[config.mk]
export PLATFORM = sky130hd
export DESIGN_NAME = hazard_ctrl_unit_flat
export DESIGN_NICKNAME = d
export VERILOG_FILES = /design/src/rtl/hazard_ctrl_unit_if.sv /design/src/rtl/hazard_ctrl_unit.sv /design/src/flat_wrapper.sv
export SDC_FILE = /design/constraint.sdc
export NUM_CORES = 1
export LEC_CHECK = 0
export ABC_AREA = 1
export CAP_MARGIN = 20
export CORE_MARGIN = 2
export CORE_UTILIZATION = 46
export CTS_BUF_LIST = sky130_fd_sc_hd__clkbuf_16
export CTS_CLUSTER_DIAMETER = 40
export DETAILED_ROUTE_END_ITERATION = 8
export HOLD_SLACK_MARGIN = 0.02
export PLACE_DENSITY = 0.86
export SLEW_MARGIN = 10
export SYNTH_ARGS = -nofsm -noshare
export SYNTH_HDL_FRONTEND = slang
export SYNTH_SLANG_ARGS = --single-unit
[constraint.sdc]
create_clock -name clk_i -period 2.2 [get_ports clk_i]
set_input_delay 0.33 -clock clk_i [delete_from_list [all_inputs] [get_ports clk_i]]
set_output_delay 0.33 -clock clk_i [all_outputs]
set_load 0.05 [all_outputs]
[src/rtl/hazard_ctrl_unit_if.sv]
// hazard_ctrl_unit_if: pipeline-side signals of the hazard unit, driven by the pipeline (master)
// and consumed by the hazard unit (slave).
interface hazard_ctrl_unit_if #(
  parameter int ADDR_WIDTH = 5,
  parameter int CNT_WIDTH  = 32
);
  logic [ADDR_WIDTH-1:0]    rs1D_i, rs2D_i, rdD_i;
  logic                     reg_writeD_i, mc_opD_i;
  logic [ADDR_WIDTH-1:0]    rs1E_i, rs2E_i, rdE_i;
  logic                     mem_readE_i, mc_issueE_i, branch_takenE_i;
  logic [ADDR_WIDTH-1:0]    rdM_i, rdW_i, mc_wb_rd_i;
  logic                     reg_writeM_i, reg_writeW_i, mc_wb_i;
  logic [1:0]               forward_aE_o, forward_bE_o;
  logic                     stall_f_o, stall_d_o, flush_d_o, flush_e_o;
  logic [2**ADDR_WIDTH-1:0] sb_busy_o;
  logic [CNT_WIDTH-1:0]     stall_cnt_o;
  modport master (
    output rs1D_i, rs2D_i, rdD_i, reg_writeD_i, mc_opD_i, rs1E_i, rs2E_i, rdE_i,
           mem_readE_i, mc_issueE_i, branch_takenE_i, rdM_i, reg_writeM_i,
           rdW_i, reg_writeW_i, mc_wb_i, mc_wb_rd_i,
    input  forward_aE_o, forward_bE_o, stall_f_o, stall_d_o, flush_d_o, flush_e_o,
           sb_busy_o, stall_cnt_o
  );
  modport slave (
    input  rs1D_i, rs2D_i, rdD_i, reg_writeD_i, mc_opD_i, rs1E_i, rs2E_i, rdE_i,
           mem_readE_i, mc_issueE_i, branch_takenE_i, rdM_i, reg_writeM_i,
           rdW_i, reg_writeW_i, mc_wb_i, mc_wb_rd_i,
    output forward_aE_o, forward_bE_o, stall_f_o, stall_d_o, flush_d_o, flush_e_o,
           sb_busy_o, stall_cnt_o
  );
endinterface

[src/rtl/hazard_ctrl_unit.sv]
// hazard_ctrl_unit: EX operand forwarding, load-use/scoreboard/capacity stalls, branch flush,
// multi-cycle register scoreboard and stall-cycle counter.
module hazard_ctrl_unit #(
  parameter int ADDR_WIDTH = 5,
  parameter int MC_DEPTH   = 2,
  parameter int CNT_WIDTH  = 32
) (
  input logic               clk_i,
  input logic               rst_ni,
  hazard_ctrl_unit_if.slave bus
);
  localparam int NREG = 2**ADDR_WIDTH;
  logic [NREG-1:0]      busy_q, busy_d;
  logic [2:0]           out_q, out_d;
  logic [CNT_WIDTH-1:0] cnt_q;
  logic                 lu, sb, cap, stall;
  always_comb begin
    bus.forward_aE_o = (bus.reg_writeM_i && bus.rs1E_i != '0 && bus.rdM_i == bus.rs1E_i) ? 2'b10 :
                       (bus.reg_writeW_i && bus.rs1E_i != '0 && bus.rdW_i == bus.rs1E_i) ? 2'b01 : 2'b00;
    bus.forward_bE_o = (bus.reg_writeM_i && bus.rs2E_i != '0 && bus.rdM_i == bus.rs2E_i) ? 2'b10 :
                       (bus.reg_writeW_i && bus.rs2E_i != '0 && bus.rdW_i == bus.rs2E_i) ? 2'b01 : 2'b00;
    lu    = bus.mem_readE_i && bus.rdE_i != '0 && (bus.rdE_i == bus.rs1D_i || bus.rdE_i == bus.rs2D_i);
    sb    = busy_q[bus.rs1D_i] || busy_q[bus.rs2D_i] || (bus.reg_writeD_i && busy_q[bus.rdD_i]);
    cap   = bus.mc_opD_i && (({1'b0, out_q} + {3'b000, bus.mc_issueE_i}) >= 4'(MC_DEPTH));
    stall = lu || sb || cap;
    bus.stall_f_o   = stall && !bus.branch_takenE_i;
    bus.stall_d_o   = stall && !bus.branch_takenE_i;
    bus.flush_d_o   = bus.branch_takenE_i;
    bus.flush_e_o   = stall || bus.branch_takenE_i;
    bus.sb_busy_o   = busy_q;
    bus.stall_cnt_o = cnt_q;
  end
  // Clear before set so a same-cycle retire/issue to one register leaves it busy.
  always_comb begin
    busy_d = busy_q;
    if (bus.mc_wb_i) busy_d[bus.mc_wb_rd_i] = 1'b0;
    if (bus.mc_issueE_i && bus.rdE_i != '0) busy_d[bus.rdE_i] = 1'b1;
    out_d = (bus.mc_issueE_i && !bus.mc_wb_i) ? ((out_q == 3'(MC_DEPTH)) ? out_q : out_q + 3'd1) :
            (bus.mc_wb_i && !bus.mc_issueE_i) ? ((out_q == 3'd0) ? out_q : out_q - 3'd1) : out_q;
  end
  always_ff @(posedge clk_i or negedge rst_ni) begin
    if (!rst_ni) begin
      busy_q <= '0;
      out_q  <= '0;
      cnt_q  <= '0;
    end else begin
      busy_q <= busy_d;
      out_q  <= out_d;
      cnt_q  <= bus.stall_f_o ? cnt_q + CNT_WIDTH'(1) : cnt_q;
    end
  end
endmodule

[src/flat_wrapper.sv]
// flat-port wrapper written by rule: the top's interface ports become plain ports
module hazard_ctrl_unit_flat 
#(
  parameter int ADDR_WIDTH = 5,
  parameter int MC_DEPTH   = 2,
  parameter int CNT_WIDTH  = 32
)
  (clk_i, rst_ni, bus_rs1D_i, bus_rs2D_i, bus_rdD_i, bus_reg_writeD_i, bus_mc_opD_i, bus_rs1E_i, bus_rs2E_i, bus_rdE_i, bus_mem_readE_i, bus_mc_issueE_i, bus_branch_takenE_i, bus_rdM_i, bus_reg_writeM_i, bus_rdW_i, bus_reg_writeW_i, bus_mc_wb_i, bus_mc_wb_rd_i, bus_forward_aE_o, bus_forward_bE_o, bus_stall_f_o, bus_stall_d_o, bus_flush_d_o, bus_flush_e_o, bus_sb_busy_o, bus_stall_cnt_o);
  hazard_ctrl_unit_if #(.ADDR_WIDTH(ADDR_WIDTH), .CNT_WIDTH(CNT_WIDTH)) bus_i ();
  input logic clk_i;
  input logic rst_ni;
  input wire logic [$bits(bus_i.rs1D_i)-1:0] bus_rs1D_i;
  input wire logic [$bits(bus_i.rs2D_i)-1:0] bus_rs2D_i;
  input wire logic [$bits(bus_i.rdD_i)-1:0] bus_rdD_i;
  input wire logic [$bits(bus_i.reg_writeD_i)-1:0] bus_reg_writeD_i;
  input wire logic [$bits(bus_i.mc_opD_i)-1:0] bus_mc_opD_i;
  input wire logic [$bits(bus_i.rs1E_i)-1:0] bus_rs1E_i;
  input wire logic [$bits(bus_i.rs2E_i)-1:0] bus_rs2E_i;
  input wire logic [$bits(bus_i.rdE_i)-1:0] bus_rdE_i;
  input wire logic [$bits(bus_i.mem_readE_i)-1:0] bus_mem_readE_i;
  input wire logic [$bits(bus_i.mc_issueE_i)-1:0] bus_mc_issueE_i;
  input wire logic [$bits(bus_i.branch_takenE_i)-1:0] bus_branch_takenE_i;
  input wire logic [$bits(bus_i.rdM_i)-1:0] bus_rdM_i;
  input wire logic [$bits(bus_i.reg_writeM_i)-1:0] bus_reg_writeM_i;
  input wire logic [$bits(bus_i.rdW_i)-1:0] bus_rdW_i;
  input wire logic [$bits(bus_i.reg_writeW_i)-1:0] bus_reg_writeW_i;
  input wire logic [$bits(bus_i.mc_wb_i)-1:0] bus_mc_wb_i;
  input wire logic [$bits(bus_i.mc_wb_rd_i)-1:0] bus_mc_wb_rd_i;
  output wire logic [$bits(bus_i.forward_aE_o)-1:0] bus_forward_aE_o;
  output wire logic [$bits(bus_i.forward_bE_o)-1:0] bus_forward_bE_o;
  output wire logic [$bits(bus_i.stall_f_o)-1:0] bus_stall_f_o;
  output wire logic [$bits(bus_i.stall_d_o)-1:0] bus_stall_d_o;
  output wire logic [$bits(bus_i.flush_d_o)-1:0] bus_flush_d_o;
  output wire logic [$bits(bus_i.flush_e_o)-1:0] bus_flush_e_o;
  output wire logic [$bits(bus_i.sb_busy_o)-1:0] bus_sb_busy_o;
  output wire logic [$bits(bus_i.stall_cnt_o)-1:0] bus_stall_cnt_o;
  assign bus_i.rs1D_i = bus_rs1D_i;
  assign bus_i.rs2D_i = bus_rs2D_i;
  assign bus_i.rdD_i = bus_rdD_i;
  assign bus_i.reg_writeD_i = bus_reg_writeD_i;
  assign bus_i.mc_opD_i = bus_mc_opD_i;
  assign bus_i.rs1E_i = bus_rs1E_i;
  assign bus_i.rs2E_i = bus_rs2E_i;
  assign bus_i.rdE_i = bus_rdE_i;
  assign bus_i.mem_readE_i = bus_mem_readE_i;
  assign bus_i.mc_issueE_i = bus_mc_issueE_i;
  assign bus_i.branch_takenE_i = bus_branch_takenE_i;
  assign bus_i.rdM_i = bus_rdM_i;
  assign bus_i.reg_writeM_i = bus_reg_writeM_i;
  assign bus_i.rdW_i = bus_rdW_i;
  assign bus_i.reg_writeW_i = bus_reg_writeW_i;
  assign bus_i.mc_wb_i = bus_mc_wb_i;
  assign bus_i.mc_wb_rd_i = bus_mc_wb_rd_i;
  assign bus_forward_aE_o = bus_i.forward_aE_o;
  assign bus_forward_bE_o = bus_i.forward_bE_o;
  assign bus_stall_f_o = bus_i.stall_f_o;
  assign bus_stall_d_o = bus_i.stall_d_o;
  assign bus_flush_d_o = bus_i.flush_d_o;
  assign bus_flush_e_o = bus_i.flush_e_o;
  assign bus_sb_busy_o = bus_i.sb_busy_o;
  assign bus_stall_cnt_o = bus_i.stall_cnt_o;
  hazard_ctrl_unit #(.ADDR_WIDTH(ADDR_WIDTH), .MC_DEPTH(MC_DEPTH), .CNT_WIDTH(CNT_WIDTH)) u_core (.clk_i(clk_i), .rst_ni(rst_ni), .bus(bus_i));
endmodule
## After elaboration in Yosys (flattened, before gate mapping)

Index checks and enable logic that the tools add are counted.

- Output and inout bits: 72
- Logic and storage cells: 80
- RAM bits: 0
- Bits in read-only memories: 0
- Input bits: 55
- Bits in latches: 0
- Memories: 0
- Bits in registers: 67

- $mul: 0
- Order comparisons: 8
- Reductions and logical operators: 33
- $add $sub $neg: 4
- Equality and inequality tests: 9
- Shift-type cells: 0
- Divide/modulo/power cells: 0
- Bitwise operators: 3
- Mux-type cells: 20

Operator list:

| cell | count |
|---|---|
| 32-bit two-way mux | 2 |
| 32-bit by 1-bit adder with 32-bit output (second input constant) | 1 |
| 32-bit AND | 1 |
| 32-bit inverter | 1 |
| 32-bit bitwise OR | 1 |
| 5-bit == test | 6 |
| 5-bit by 6-bit less-than comparator with 1-bit output (second input constant) | 5 |
| 1-bit logical AND | 18 |
| 1-bit binary-select mux with 5-bit select | 3 |
| 5-bit nonzero test | 3 |
| 3-bit two-way mux | 4 |
| 1-bit demux with 5-bit select | 2 |
| 5-bit by 1-bit greater-or-equal comparator with 1-bit output (second input constant) | 2 |
| 1-bit two-way mux | 7 |
| 1-bit logical OR | 6 |
| 3-bit by 1-bit adder with 4-bit output | 1 |
| 4-bit by 2-bit greater-or-equal comparator with 1-bit output (second input constant) | 1 |
| 2-bit two-way mux | 2 |
| 3-bit by 1-bit adder with 3-bit output (second input constant) | 1 |
| 3-bit by 2-bit == test with 1-bit output (second input constant) | 1 |
| 1-bit logical NOT | 3 |
| 3-bit logical NOT | 1 |
| 3-bit AND reduction | 1 |
| 3-bit by 1-bit subtractor with 3-bit output (second input constant) | 1 |
| other kinds (3) | 3 |

## Logic depth before layout (Yosys ltp)

Gate-level depths: netlist (run 1).

- Word-level depth: 9
- Depth in mapped cells: 15
- Depth with buffers taken out: 13

## Least setup slack after synthesis (run 1)

Ideal clock, no wire load.

- Path kind: input to output
- Start: input bus_rdM_i[2]
- End: output bus_forward_bE_o[0]
- Arrival: 4056 ps
- Stages: 5
- Path slack: -2186 ps
- Cell sequence: xor2_1 > nor2_1 > nand4_1 > a2111oi_0 > nor2_1

- Longest elaborated chain between the ends: 3

Ends and longest elaborated chain:

| item | line | RTL |
|---|---|---|
| start: declaration | flat_wrapper.sv:23 | `input wire logic [$bits(bus_i.rdM_i)-1:0] bus_rdM_i;` |
| 5-bit == test | hazard_ctrl_unit.sv:20 | `bus.forward_bE_o = (bus.reg_writeM_i && bus.rs2E_i != '0 && bus.rdM_i == bus.rs2E_i) ? 2'b10 :` |
| 1-bit logical AND | hazard_ctrl_unit.sv:20 |  |
| 2-bit two-way mux | hazard_ctrl_unit.sv:20 |  |
| end: declaration | flat_wrapper.sv:30 | `output wire logic [$bits(bus_i.forward_bE_o)-1:0] bus_forward_bE_o;` |

Every way passes these cells.

## Final worst setup path (run 1)

- Start: register u_core.out_q[0]
- End: output bus_stall_f_o

- Longest elaborated chain between the ends: 5

Ends and longest elaborated chain:

| item | line | RTL |
|---|---|---|
| start: declaration | hazard_ctrl_unit.sv:14 | `logic [2:0] out_q, out_d;` |
| start signal: assignment | hazard_ctrl_unit.sv:48 | `out_q <= out_d;` |
| 3-bit by 1-bit adder with 4-bit output | hazard_ctrl_unit.sv:24 | `cap = bus.mc_opD_i && (({1'b0, out_q} + {3'b000, bus.mc_issueE_i}) >= 4'(MC_DEPTH));` |
| 4-bit by 2-bit greater-or-equal comparator with 1-bit output | hazard_ctrl_unit.sv:24 |  |
| 1-bit logical AND | hazard_ctrl_unit.sv:24 |  |
| 1-bit logical OR | hazard_ctrl_unit.sv:25 | `stall = lu \|\| sb \|\| cap;` |
| 1-bit logical AND | hazard_ctrl_unit.sv:26 | `bus.stall_f_o = stall && !bus.branch_takenE_i;` |
| end: declaration | flat_wrapper.sv:31 | `output wire logic [$bits(bus_i.stall_f_o)-1:0] bus_stall_f_o;` |

Every way passes these cells.

==> results of run 1 <==
[power by group through the flow]
stage / Clock [mW] / Sequential [mW] / Combinational, mW
floorplan: 0 / 2.29 / 0.874
global placement: 0 / 1.68 / 2.49
detailed placement: 0 / 1.69 / 2.53
CTS: 1.41 / 1.67 / 2.63
global route: 1.47 / 1.71 / 2.86
finish: 1.40 / 1.69 / 2.69
[state kept, by name, indices dropped and copies added (netlist names)]
| register | flops |
|---|---|
| u_core.bus.sb_busy_o | 32 |
| u_core.out_q | 3 |
| u_core.bus.stall_cnt_o | 32 |
[cells by family (layout without fill, tap and decap cells)]
logic type,Yosys count,count (layout),share of synthesized area
XOR/XNOR,50,50,0.0856
adder cells (fa/ha/maj),4,4,0.0113
flip-flops,67,67,0.328
AND/OR/NAND/NOR,443,443,0.369
buffers and inverters,114,294,0.0951
AO/OA/AOI/OAI,105,105,0.111
[metal layers]
layer | global-route usage | wire [um]
met2 | 0.450 | 8100
met1 | 0.397 | 7300
met3 | 0.0587 | 1940
met4 | 0.0986 | 536
met5 | 0 | 0
[per-stage QoR]
stage	std cells	TNS (ns)	setup WS [ns]
floorplan	783	-0.314	-0.280
global placement	1079	-11.86	-0.405
detailed placement	1079	-14.62	-0.483
CTS	1099	-0.720	-0.266
global route	1103	-0.882	-0.318
finish	1103	-0.764	-0.283
[repair_timing]
item,4_1_cts,5_1_grt
hold buffers,1,0
pin swaps,6,7
buffers inserted,2,4
endpoints found under the hold margin,21,0
gates cloned,1,1
gates resized for setup,23,28
setup endpoints to repair,34,38
[worst max-delay path by stage]
stage / end
detailed placement: bus_stall_f_o
finish: bus_stall_f_o
global route: bus_stall_f_o
CTS: bus_stall_f_o
floorplan: bus_stall_f_o
global placement: bus_stall_f_o
[cell type report]
| cell class | instances | area (um^2) |
|---|---|---|
| fillers | 875 | 3370 |
| multi-input cells | 602 | 3070 |
| repair buffers | 193 | 1910 |
| flip-flops and latches | 67 | 1680 |
| inverters | 85 | 330 |
| clock buffers | 9 | 225 |
| well taps | 140 | 175 |
| clock inverters | 7 | 68.8 |
[layout by cell type (no fill, tap or decap), types with 2 or more instances in the layout]
| cell type | n |
|---|---|
| a211oi_1 | 2 |
| a21oi_1 | 11 |
| buf_12 | 8 |
| buf_2 | 2 |
| buf_4 | 57 |
| buf_6 | 5 |
| buf_8 | 2 |
| clkbuf_16 | 9 |
| clkdlybuf4s50_1 | 102 |
| clkinv_2 | 3 |
| clkinvlp_4 | 3 |
| dfrtp_1 | 61 |
| dfrtp_2 | 6 |
| dlygate4sd2_1 | 5 |
| dlymetal6s2s_1 | 9 |
| ha_4 | 2 |
| inv_1 | 74 |
| inv_2 | 9 |
| nand2_1 | 244 |
| nand3_1 | 105 |
| nand3_2 | 2 |
| nand3b_1 | 3 |
| nand4_1 | 7 |
| nor2_1 | 46 |
| nor2_2 | 3 |
| nor2_4 | 4 |
| nor3_1 | 19 |
| nor3_2 | 2 |
| nor4_1 | 5 |
| o2111ai_1 | 2 |
| o211ai_1 | 5 |
| o21ai_0 | 73 |
| o21ai_1 | 3 |
| o22ai_1 | 4 |
| xnor2_1 | 14 |
| xor2_1 | 36 |
[worst max-delay path, delay by kind of cell (launching register included)]
kind / cells / cell delay, ns
buf+inv: 3 / 0.33
fa+ha+maj: 2 / 0.33
compound gates: 1 / 0.25
flops: 1 / 0.41
simple gates: 5 / 0.49
==> impl_metrics.py, run 1 <==
metrics = {
    "global_route": {
        "grt_util_all_layers": 0.288,
        "antenna_found_initial": 0,
        "grt_overflow": 0,
        "grt_start_max_net_pins": 47,
        "first_global_vias": 5403,
        "global_route_wire_length_before_repair_mm": 26.8,
    },
    "finish": {
        "layout-drive-gt1-share": 0.132,
        "finish.utilization": 0.689,
        "final_antenna_diode_count": 0,
        "nets": 1017,
        "finalInstanceArea_um2": 7470,
        "area.growth.synth_to_final_pct": 46.1,
    },
    "place": {
        "place_congestion": 0.942,
        "port-buffer-count": 126,
        "detailed_place.area_um2": 6960,
        "hpwlAfterDp_mm": 13.1,
    },
    "worst_setup_path": {
        "reg2reg_to": "u_core.bus.stall_cnt_o[21]$_DFFE_PN0P_",
        "path_cells": "ha_4, ha_4, inv_2, nor2_4, o31ai_4, nand2_2, nor2_4, nand3_2, nand2_4, clkinvlp_4, buf_8",
        "crit_path_start": "u_core.out_q[0]$_DFFE_PN0P_",
        "rr_startpoint": "u_core.out_q[0]$_DFFE_PN0P_",
        "timing.setup.critical_path_class": "register to output port",
        "crit_path_top_delay_cell": "dfrtp_1",
        "critPathArrivalTime_ns": 2.15,
        "crit_fanout": 2,
        "cpPeakStageDelay_ns": 0.41,
        "cp_data_required_time_ns": 1.87,
        "r2r.worst_path.cells": 12,
        "timing.critical_path.from_type": "register",
        "worstSetupEndpointType": "output port",
        "register_to_register_setup_slack_ns": 0.09,
    },
    "job": {
        "max_cap_violations": 0,
    },
    "power_and_ir_drop": {
        "net-switching-power_mw": 2.49,
        "share_seq_of_total_power": 0.293,
        "pwr-share-comb": 0.465,
        "vdd_drop_max_mv": 0.513,
        "p_sw_frac": 0.429,
        "total_power_mw": 5.79,
        "total_leakage_power_nw": 3.58,
        "pwr-share-clk": 0.242,
        "power_report.internal_total_mw": 3.30,
        "powerDensity_nw_per_um2": 775,
    },
    "timing": {
        "achievable-frequency_mhz": 403,
        "worst-slew-pin-transition_ns": 0.546,
        "fin_skew_ns": 0.00771,
        "timing.final.setup_violations": 3,
        "post_route_hold_slack_ns": 0.507,
        "grt_setup_unrepaired": "true",
        "final_setup_margin_ns": -0.283,
        "final-max-slew-violation-count": 0,
        "slew_limit_headroom": 0.635,
        "finalHoldViolCount": 0,
        "final.period_utilization": 1.13,
        "finalWorstPathRequiredPeriod_ns": 2.48,
    },
    "outcome": {
        "status": "finished with violations",
        "failed_checks": "negative setup slack",
    },
    "route": {
        "routed_wl_mm": 17.9,
        "drt.antenna.violating_nets": 0,
        "drc": 0,
        "num_vias": 6138,
        "drt_pass1_iterations": 8,
        "drt_first_iter_violations": 815,
        "vias_per_cell": 5.56,
        "routed_wire_length_per_instance_um": 16.2,
    },
    "synth": {
        "post_synth.cell_area_avg_um2": 6.53,
        "post-synth-top-count-cell": "nand2_1",
        "synth.lib_cells_used.distinct": 32,
        "synth.yosys.warnings": 0,
        "main_area_contributors_after_synthesis": "dfrtp_1 (33%), nand2_1 (18%), nand3_1 (10%), o21ai_0 (7.2%), xor2_1 (6.2%)",
        "async_reset_ff_frac": 1.00,
        "synth_commonest_cells": "nand2_1 (245), nand3_1 (105), inv_1 (82), o21ai_0 (74), dfrtp_1 (67)",
        "synthDominantCellAreaShare": 0.328,
        "yosysTopAreaCell": "dfrtp_1",
        "syn_inst": 783,
        "synth.net_count": 842,
        "netlist_area_um2": 5120,
        "most_used_dff_post_synth": "dfrtp_1",
        "synth_seq_area_share": 0.328,
        "ys_ff_latch": 67,
        "synth_enable_flop_cells": 0,
    },
    "floorplan": {
        "fp-row-count": 38,
        "die_height_um": 109,
        "ios": 127,
        "initial_utilization": 0.472,
        "placeableCoreArea_um2": 10800,
        "dieWidth_um": 109,
        "die_footprint_um2": 12000,
    },
    "clocking": {
        "tritoncts": "built",
        "insertion_delay_to_the_later_sink_of_the_worst_skew_pair_ns": 0.33,
        "clk_transition_reported_paths_ns": 0.05,
        "max-clock-path-buffers": 2,
        "cts_root_buf": "clkbuf_16",
        "cts_buffers": 9,
        "cts_htree_levels": 3,
        "clock-sinks": 67,
    },
    "min_path": {
        "min-delay-path-class": "input port to asynchronous set/reset pin",
    },
}
(Power assumes the default switching activity.)
==> run 2, diff against run 1 <==
Settings changed: ABC_CLOCK_PERIOD_IN_PS from default to 2200, CORE_ASPECT_RATIO from default to 1.2.
==> run 2 against run 1 <==
Net effect: register-to-register slack gained 0.06 ns; wire length up 0.88%; critical path depth stayed put; clock power is 4% lower; via count barely moved; die area about the same; worst setup slack improved by 0.059 ns; the run still ends with negative setup slack left; global-route usage up 0.37 points; utilization is 0.89 points lower; cell count is 0.18% higher.
==> impl_metrics.py, run 2 (synthesis results as in run 1) <==
metrics = {
    "outcome": {
        "status": "finished with violations",
        "failed_checks": "negative setup slack",
    },
    "route": {
        "drt_first_iter_violations": 456,
        "vias_per_cell": 5.55,
        "routed_wire_length_per_instance_um": 16.3,
        "routed_wl_mm": 18.0,
        "drt_pass1_iterations": 5,
        "drc": 0,
        "num_vias": 6135,
        "drt.antenna.violating_nets": 0,
    },
    "job": {
        "max_cap_violations": 0,
    },
    "global_route": {
        "grt_util_all_layers": 0.291,
        "grt_overflow": 0,
        "first_global_vias": 5694,
        "grt_start_max_net_pins": 43,
        "antenna_found_initial": 0,
        "global_route_wire_length_before_repair_mm": 27.5,
    },
    "worst_setup_path": {
        "crit_fanout": 2,
        "critPathArrivalTime_ns": 2.09,
        "register_to_register_setup_slack_ns": 0.15,
        "rr_startpoint": "u_core.out_q[0]$_DFFE_PN0P_",
        "path_cells": "ha_2, ha_4, inv_2, nor2_2, o31ai_4, nand2_1, nor2_2, nand3_2, nand2_4, clkinvlp_4, buf_6",
        "timing.critical_path.from_type": "register",
        "cpPeakStageDelay_ns": 0.38,
        "crit_path_start": "u_core.out_q[0]$_DFFE_PN0P_",
        "reg2reg_to": "u_core.bus.stall_cnt_o[0]$_DFFE_PN0P_",
        "top_cell_family_by_delay_on_the_critical_path": "simple AND/OR/NAND/NOR gates",
        "cp_data_required_time_ns": 1.87,
        "crit_top_cell": "nor2_2",
        "r2r.worst_path.cells": 13,
        "crit_path_top_delay_cell": "dfrtp_1",
        "path_buf_inv": 3,
        "worstSetupEndpointType": "output port",
        "timing.setup.critical_path_class": "register to output port",
    },
    "floorplan": {
        "dieWidth_um": 100,
        "initial_utilization": 0.468,
        "placeableCoreArea_um2": 10900,
        "fp-row-count": 42,
        "die_footprint_um2": 12000,
        "ios": 127,
        "die_height_um": 120,
    },
    "power_and_ir_drop": {
        "total_power_mw": 5.68,
        "p_sw_frac": 0.420,
        "pwr-share-clk": 0.236,
        "vdd_drop_max_mv": 0.461,
        "net-switching-power_mw": 2.39,
        "pwr-share-comb": 0.461,
        "share_seq_of_total_power": 0.303,
        "total_leakage_power_nw": 3.53,
        "power_report.internal_total_mw": 3.29,
        "powerDensity_nw_per_um2": 764,
    },
    "clocking": {
        "max-clock-path-buffers": 2,
        "insertion_delay_to_the_later_sink_of_the_worst_skew_pair_ns": 0.33,
        "cts_buffers": 9,
        "clock-sinks": 67,
        "clk_transition_reported_paths_ns": 0.05,
        "cts_htree_levels": 3,
        "tritoncts": "built",
        "cts_root_buf": "clkbuf_16",
    },
    "timing": {
        "final.period_utilization": 1.10,
        "finalWorstPathRequiredPeriod_ns": 2.42,
        "timing.final.setup_violations": 3,
        "worst-slew-pin-transition_ns": 0.599,
        "slew_limit_headroom": 0.601,
        "finalHoldViolCount": 0,
        "final-max-slew-violation-count": 0,
        "tns_ns": -0.620,
        "fin_skew_ns": 0.00654,
        "achievable-frequency_mhz": 413,
        "post_route_hold_slack_ns": 0.532,
        "final_setup_margin_ns": -0.224,
        "grt_setup_unrepaired": "true",
    },
    "place": {
        "placement.setup.worst_slack_ns": -0.444,
        "place_congestion": 1.00,
        "port-buffer-count": 126,
        "hpwlAfterDp_mm": 13.3,
    },
    "finish": {
        "layout-drive-gt1-share": 0.148,
        "area.growth.synth_to_final_pct": 45.4,
        "finish.utilization": 0.680,
        "layout_commonest_cell": "nand2_1",
        "nets": 1027,
        "final_antenna_diode_count": 0,
        "layout_common_cells": "nand2_1 (244), clkdlybuf4s50_1 (108), nand3_1 (101)",
    },
    "min_path": {
        "min_to": "u_core.bus.stall_cnt_o[31]$_DFFE_PN0P_",
        "min_path_cells": 2,
        "min-delay-path-class": "register to register",
        "min_from": "u_core.bus.stall_cnt_o[31]$_DFFE_PN0P_",
    },
}
-- run 2: changes by cell type in the layout (fill, tap and decap cells not counted), moves of 4 or more --
cell             before  now
clkinv_1              0    4
inv_1                74   70
clkdlybuf4s50_1     102  108
buf_4                57   70
nand3_2               2    6
nand3_1             105  101
dlymetal6s2s_1        9    1
inv_2                 9   14
-- run 2: power by group through the flow --
stage / logic [mW] / registers [mW] / clock network [mW]
6_report: 2.62 / 1.72 / 1.34
5_1_grt: 2.81 / 1.74 / 1.44
4_1_cts: 2.41 / 1.72 / 1.37
3_5_place_dp: 2.34 / 1.73 / 0
3_3_place_gp: 2.31 / 1.73 / 0
2_1_floorplan: 0.874 / 2.29 / 0
-- run 2: worst min-delay path: stages (launching register included) --
cell	delay [ns]
dfrtp_1	0.38
nand2_1	0.07
nand2_1	0.05
-- run 2: repair_timing --
item | CTS | global route
pin swaps | 7 | 8
buffers inserted | 4 | 23
gates resized for setup | 18 | 34
gates cloned | 3 | 0
hold endpoints to repair | 17 | 0
endpoints found under the setup margin | 4 | 38
hold buffers | 1 | 0
-- run 2: final cells by class --
type                       count  area [um^2]
fill                         903         3490
inverter                      85          328
clock buffer                   9          225
clock inverter                 7         52.6
multi-input combinational    602         3080
timing repair buffer         203         1910
sequential                    67         1690
tap                          132          165
-- run 2: metal layers --
| layer | vias to the layer above | GRT usage | part of all wire |
|---|---|---|---|
| li1 | 2920 | - | - |
| met4 | 0 | 0.145 | 0.042 |
| met3 | 69 | 0.0559 | 0.085 |
| met5 | - | 0 | 0 |
| met2 | 340 | 0.500 | 0.50 |
| met1 | 2806 | 0.345 | 0.38 |
-- run 2: metrics by stage --
step,cells,area [um^2]
5_1_grt,1105,7440
3_3_place_gp,1059,6850
3_5_place_dp,1059,6850
4_1_cts,1083,7210
6_report,1105,7440
2_1_floorplan,783,5180
-- run 2: how the worst max path moves through the flow --
stage | endpoint | cells after the start
2_1_floorplan | bus_stall_f_o | 12
3_3_place_gp | bus_stall_d_o | 11
3_5_place_dp | bus_stall_d_o | 11
4_1_cts | bus_stall_d_o | 11
5_1_grt | bus_stall_f_o | 13
6_report | bus_stall_d_o | 11
==> variant 1: new RTL, settings of run 2 <==
`ADDR_WIDTH` is set to 5 in 3 places; all go to 6.
--- a/src/rtl/hazard_ctrl_unit_if.sv
+++ b/src/rtl/hazard_ctrl_unit_if.sv
@@ -1,7 +1,7 @@
 // hazard_ctrl_unit_if: pipeline-side signals of the hazard unit, driven by the pipeline (master)
 // and consumed by the hazard unit (slave).
 interface hazard_ctrl_unit_if #(
-  parameter int ADDR_WIDTH = 5,
+  parameter int ADDR_WIDTH = 6,
   parameter int CNT_WIDTH  = 32
 );
   logic [ADDR_WIDTH-1:0]    rs1D_i, rs2D_i, rdD_i;
--- a/src/rtl/hazard_ctrl_unit.sv
+++ b/src/rtl/hazard_ctrl_unit.sv
@@ -1,7 +1,7 @@
 // hazard_ctrl_unit: EX operand forwarding, load-use/scoreboard/capacity stalls, branch flush,
 // multi-cycle register scoreboard and stall-cycle counter.
 module hazard_ctrl_unit #(
-  parameter int ADDR_WIDTH = 5,
+  parameter int ADDR_WIDTH = 6,
   parameter int MC_DEPTH   = 2,
   parameter int CNT_WIDTH  = 32
 ) (
--- a/src/flat_wrapper.sv
+++ b/src/flat_wrapper.sv
@@ -1,7 +1,7 @@
 // flat-port wrapper written by rule: the top's interface ports become plain ports
 module hazard_ctrl_unit_flat 
 #(
-  parameter int ADDR_WIDTH = 5,
+  parameter int ADDR_WIDTH = 6,
   parameter int MC_DEPTH   = 2,
   parameter int CNT_WIDTH  = 32
 )
Interface: changed (10 resized); port bits go from 127 to 168. No check against the original RTL was run, so the function may have changed too.
==> variant 1 against run 2 <==
  * The run still ends with negative setup slack left
  * Largest cell class unchanged
  * Maximum frequency is 5.2% lower
  * Clock skew is 0.0069 ns higher
  * Hold slack worse by 0.033 ns
  * Die area is 47% higher
  * Synthesized area is 48% higher
  * Worst setup slack worse by 0.13 ns
  * Routed wire length is 59% higher
  * Sequential cell count is 32 higher
  * Count of clock-buffer cells in the layout stayed put
  * Critical path depth is 3 higher
  * Total power is 40% higher
  * Cell area is 41% higher
==> variant 1: results (changes against run 2) <==
status: "finished with violations"
violations: "negative setup slack"
worst-r2r-setup-slack_ns: 0.09  # -0.06 ns
fill_cells: 1420  # +57%
grt_pass1_vias: 8769  # +54%
leakage_uw: 0.00466  # +32%
fin_skew_ns: 0.0135  # +0.00695 ns
max-vdd-ir-drop_mv: 0.659  # +43%
tightest_slew_ns: 0.527  # -0.0717 ns
first_iter_violations: 1193  # +160%
dr.pass1.iters: 9  # +4
ys_types: 31  # -3.1%
cp.arrival_ns: 2.23  # +0.14 ns
via_per_inst: 5.93  # +6.8%
dp_hpwl_um: 21200  # +60%
reg2reg_depth: 12  # -1
drt-total-wl_um: 28600  # +59%
synthTopCellsByCount: "391 x nand2_1, 182 x nand3_1, 132 x o21ai_0"
fin_ws_ns: -0.358  # -0.133 ns
max_stage_delay_ns: 0.55  # +0.17 ns
clk_latency_ns: 0.36  # +0.03 ns
post-place-cells: 1551  # +46%
setup_viol: 3  # unchanged
rr_endpoint: "u_core.bus.stall_cnt_o[12]"
grt_max_degree: 41  # -4.7%
min_path_type: "primary input to asynchronous set/reset pin"
slowest_stage: "clkdlybuf4s50_1"
vias: 9352  # +52%
nNetsFinal: 1428  # +39%
syn_avg_cell_area_um2: 6.60  # +1.1%
crit_fanout: 8  # +6
place.gp.congestion: 0.983  # -1.6%
synth-seq-area-share_pct: 32.6  # -0.15 points
clk_pin_slew_ns: 0.07  # +0.02 ns
synth_area_leaders: "dfrtp_1 33%, nand2_1 19%, nand3_1 12%"
drive_gt1_share_pct: 14.5  # -0.29 points
grt_pass1_wl_um: 44300  # +61%
-- variant 1: cell types whose count changed after synthesis, moves of 6 or more --
cell	delta
xnor2_1	-9
nor2_1	-8
dfrtp_1	+32
nand2_1	+146
xor2_1	-6
o21ai_0	+58
buf_4	+14
nor3_1	+11
buf_6	+8
nand3_1	+77
o22ai_1	+8
nand3_2	+29
-- variant 1: worst max path at each step --
stage / startpoint / end / slack (ns) / cells after the start
2_1_floorplan: u_core.out_q[0] / bus_stall_f_o / -0.28 / 12
3_3_place_gp: bus_rs2D_i[0] / bus_stall_f_o / -0.54 / 13
3_5_place_dp: bus_rs2D_i[0] / bus_stall_d_o / -0.55 / 13
4_1_cts: u_core.out_q[0] / bus_stall_d_o / -0.35 / 11
5_1_grt: u_core.out_q[0] / bus_stall_d_o / -0.40 / 11
6_report: bus_rs2D_i[2] / bus_stall_d_o / -0.36 / 14
-- variant 1: area by class of cell --
| type | count | share of cell area [%] |
|---|---|---|
| Clock buffer | 9 | 2.15 |
| Clock inverter | 7 | 0.885 |
| Inverter | 92 | 3.53 |
| Multi-Input combinational cell | 911 | 43.4 |
| Sequential cell | 99 | 24.0 |
| Tap cell | 212 | 2.53 |
| Timing Repair Buffer | 246 | 23.4 |
| Timing Repair inverter | 1 | 0.0598 |
-- variant 1: logic make-up (layout without fill, tap and decap cells) --
family / count (synthesis) / count (layout) / synth area share, %
flops: 99 / 99 / 32.6
buf+inv: 140 / 355 / 9.16
xor+xnor: 35 / 35 / 4.04
fa+ha+maj: 4 / 4 / 0.758
simple gates: 701 / 701 / 41.5
compound gates: 171 / 171 / 11.9
-- variant 1: power breakdown --
| part | switching (µW) | leakage, µW | internal, µW |
|---|---|---|---|
| combinational | 2250 | 0.00324 | 1300 |
| clock | 734 | 0.000155 | 996 |
| sequential | 539 | 0.00126 | 2140 |
| total | 3530 | 0.00466 | 4430 |
-- variant 1: what timing repair did --
item                                    CTS  global route
gates resized for setup                  49            29
buffers inserted                          5             2
cloned                                    0             3
pin swaps                                12             8
endpoints found under the setup margin   38            38
endpoints found under the hold margin    33             0
hold buffers                              1             0
-- variant 1: per-layer routing --
metal / routed length [µm] / GRT usage (%)
met5: 0 / 0
met4: 1820 / 18.4
met3: 3020 / 6.47
met2: 13600 / 53.6
met1: 10200 / 38.2
-- variant 1: per-stage QoR --
step	area (µm²)	setup TNS [ns]	utilization (%)	total power (µW)	hold slack (ns)
global placement	9900	-15.61	61.1	5970	0.330
floorplan	7690	-0.316	-	4670	0.0344
detailed placement	9900	-16.59	61.1	6050	0.342
CTS	10300	-0.929	63.8	7830	0.514
global route	10500	-1.13	64.6	8300	0.534
finish	10500	-0.953	64.6	7960	0.499
==> variant 2: new RTL, settings of run 2 <==
Made on the original files. Reset style: synchronous (`rst_ni`), changed in one clocked block.
--- a/src/rtl/hazard_ctrl_unit.sv
+++ b/src/rtl/hazard_ctrl_unit.sv
@@ -38,7 +38,7 @@
     out_d = (bus.mc_issueE_i && !bus.mc_wb_i) ? ((out_q == 3'(MC_DEPTH)) ? out_q : out_q + 3'd1) :
             (bus.mc_wb_i && !bus.mc_issueE_i) ? ((out_q == 3'd0) ? out_q : out_q - 3'd1) : out_q;
   end
-  always_ff @(posedge clk_i or negedge rst_ni) begin
+  always_ff @(posedge clk_i) begin
     if (!rst_ni) begin
       busy_q <= '0;
       out_q  <= '0;
Check against the original RTL: differs if rst_ni is asserted again (counterexample within 4 cycles, from zero or initial values and one cycle with rst_ni low); with rst_ni held inactive, the same outputs for 10 cycles.
==> variant 2 against run 2 <==
  * Synthesized area decreased by 6.2%
  * Highest routed layer unchanged
  * Worst setup slack better by 0.12 ns
  * First-iteration DRC count is 20% higher
  * Cell area decreased by 4.2%
  * Hold slack worse by 0.023 ns
  * Maximum frequency increased by 5.1%
  * Sequential cell count is the same
  * The flow still finishes with violations (negative setup slack)
  * Non-clock buffer count down 30
  * Routed wire length decreased by 10%
Power is not compared: it rests on default switching activity, and its combinational part moved more than twofold at a synthesized area within 25%.
==> variant 2: results (changes against run 2) <==
status: "finished with violations"
violations: "negative setup slack"
synth-seq-area-share_pct: 27.9  # -4.8 points
max_stage_delay_ns: 0.35  # -0.03 ns
leakage_uw: 0.00297
num_antenna_cells: 0  # unchanged
clockRootBuffer: "clkbuf_16"
synth_edf_count: 0  # unchanged
met1_usage_pct: 33.7  # -0.76 points
drt-total-wl_um: 16100  # -10%
grtUsageMet2_pct: 49.1  # -0.97 points
cts.htree.levels: 3  # unchanged
numCtsBuffers: 9  # unchanged
placed_cell_area_um2: 6660  # -2.8%
numPortBuffers: 126  # unchanged
async_reset_ff_share_pct: 0  # -100 points
final_cell_count_no_fill: 1092  # -1.2%
grt_pass1_vias: 5546  # -2.6%
max-vdd-ir-drop_mv: 0.421
cp.arrival_ns: 1.98  # -0.11 ns
setup_viol: 3  # unchanged
grt_usage_pct: 27.9  # -1.3 points
clk_pin_slew_ns: 0.06
crit_fanout: 2  # unchanged
nNetsFinal: 1021  # -0.58%
dr.pass1.iters: 5  # unchanged
clk_latency_ns: 0.33  # about the same
first_iter_violations: 545  # +20%
dp_hpwl_um: 11700  # -12%
fin_skew_ns: 0.00700  # +0.000467 ns
slowest_stage: "dfxtp_4"
cts.path.max_buffers: 2  # unchanged
synthTopCellsByCount: "221 x nand2_1, 109 x nand3_1, 88 x inv_1"
synth_flop_cell: "dfxtp_1"
grtUsageMet3_pct: 4.64  # -0.95 points
syn_nets: 872  # +3.6%
min_path_type: "flip-flop to flip-flop"
tightest_slew_ns: 0.556  # -0.0429 ns
drive_gt1_share_pct: 15.2  # +0.42 points
antenna_found_initial: 0  # unchanged
synth_area_leaders: "dfxtp_1 28%, nand2_1 17%, nand3_1 11%"
place.gp.congestion: 0.974  # -2.5%
grt_pass1_wl_um: 25900  # -5.6%
syn_avg_cell_area_um2: 5.91  # -9.5%
grt_max_degree: 65  # +51%
via_per_inst: 5.53  # -0.39%
fin_ws_ns: -0.107  # +0.117 ns
yosys_warnings: 0  # unchanged
ys_types: 33  # +3.1%
[variant 2: through the flow]
step | util, % | TNS [ns] | setup WS, ns
after floorplan | - | -0.000411 | -0.000411
after global placement | 65.8 | -13.44 | -0.414
after detailed placement | 65.8 | -15.21 | -0.471
after CTS | 69.9 | -0.299 | -0.108
after global routing | 70.5 | -0.523 | -0.139
final | 70.5 | -0.319 | -0.107
[variant 2: kinds of logic after synthesis]
family	Yosys count	synth area share, %
flops	67	27.9
buf+inv	125	11.2
fa+ha+maj	5	1.46
compound gates	135	14.7
xor+xnor	22	4.01
simple gates	458	40.7
[variant 2: path summary, 6_finish.rpt]
check                       startpoint                    endpoint  slack [ns]  cells past startpoint
max                    u_core.out_q[0]               bus_flush_e_o       -0.11                      9
max reg2reg  u_core.bus.stall_cnt_o[2]  u_core.bus.stall_cnt_o[27]        0.19                     10
min reg2reg  u_core.bus.stall_cnt_o[1]   u_core.bus.stall_cnt_o[1]        0.51                      2
min          u_core.bus.stall_cnt_o[1]   u_core.bus.stall_cnt_o[1]        0.51                      2
[variant 2: timing repair]
action | in CTS | in global routing
cloned | 2 | 0
endpoints found under the setup margin | 36 | 36
pin swaps | 11 | 9
buffers inserted | 1 | 0
resized for setup | 31 | 25
[variant 2: area by class of cell]
cell class	instances	area [µm²]
tap	126	158
sequential	67	1460
clock inverter	7	98.8
multi-input combinational	620	3070
clock buffer	9	225
fill	811	2980
timing repair buffer	173	1770
inverter	90	345
[variant 2: power breakdown]
part	leakage (µW)	internal [µW]	switching, µW	total [µW]
Clock	0.000156	999	557	1560
Sequential	0.000567	1210	30.1	1240
Combinational	0.00224	383	541	924
[variant 2: routing by layer]
metal | wire length, µm | share of wire (%)
met5 | 0 | 0
met1 | 6160 | 38
met2 | 7820 | 48
met4 | 568 | 3.5
met3 | 1580 | 9.8
[variant 2: critical path, delay by kind of cell, from the launching register on]
family	cells	cell delay (ns)
adder cells (fa/ha/maj)	2	0.37
AO/OA/AOI/OAI	1	0.20
AND/OR/NAND/NOR	4	0.44
flip-flops	1	0.35
buffers and inverters	2	0.27
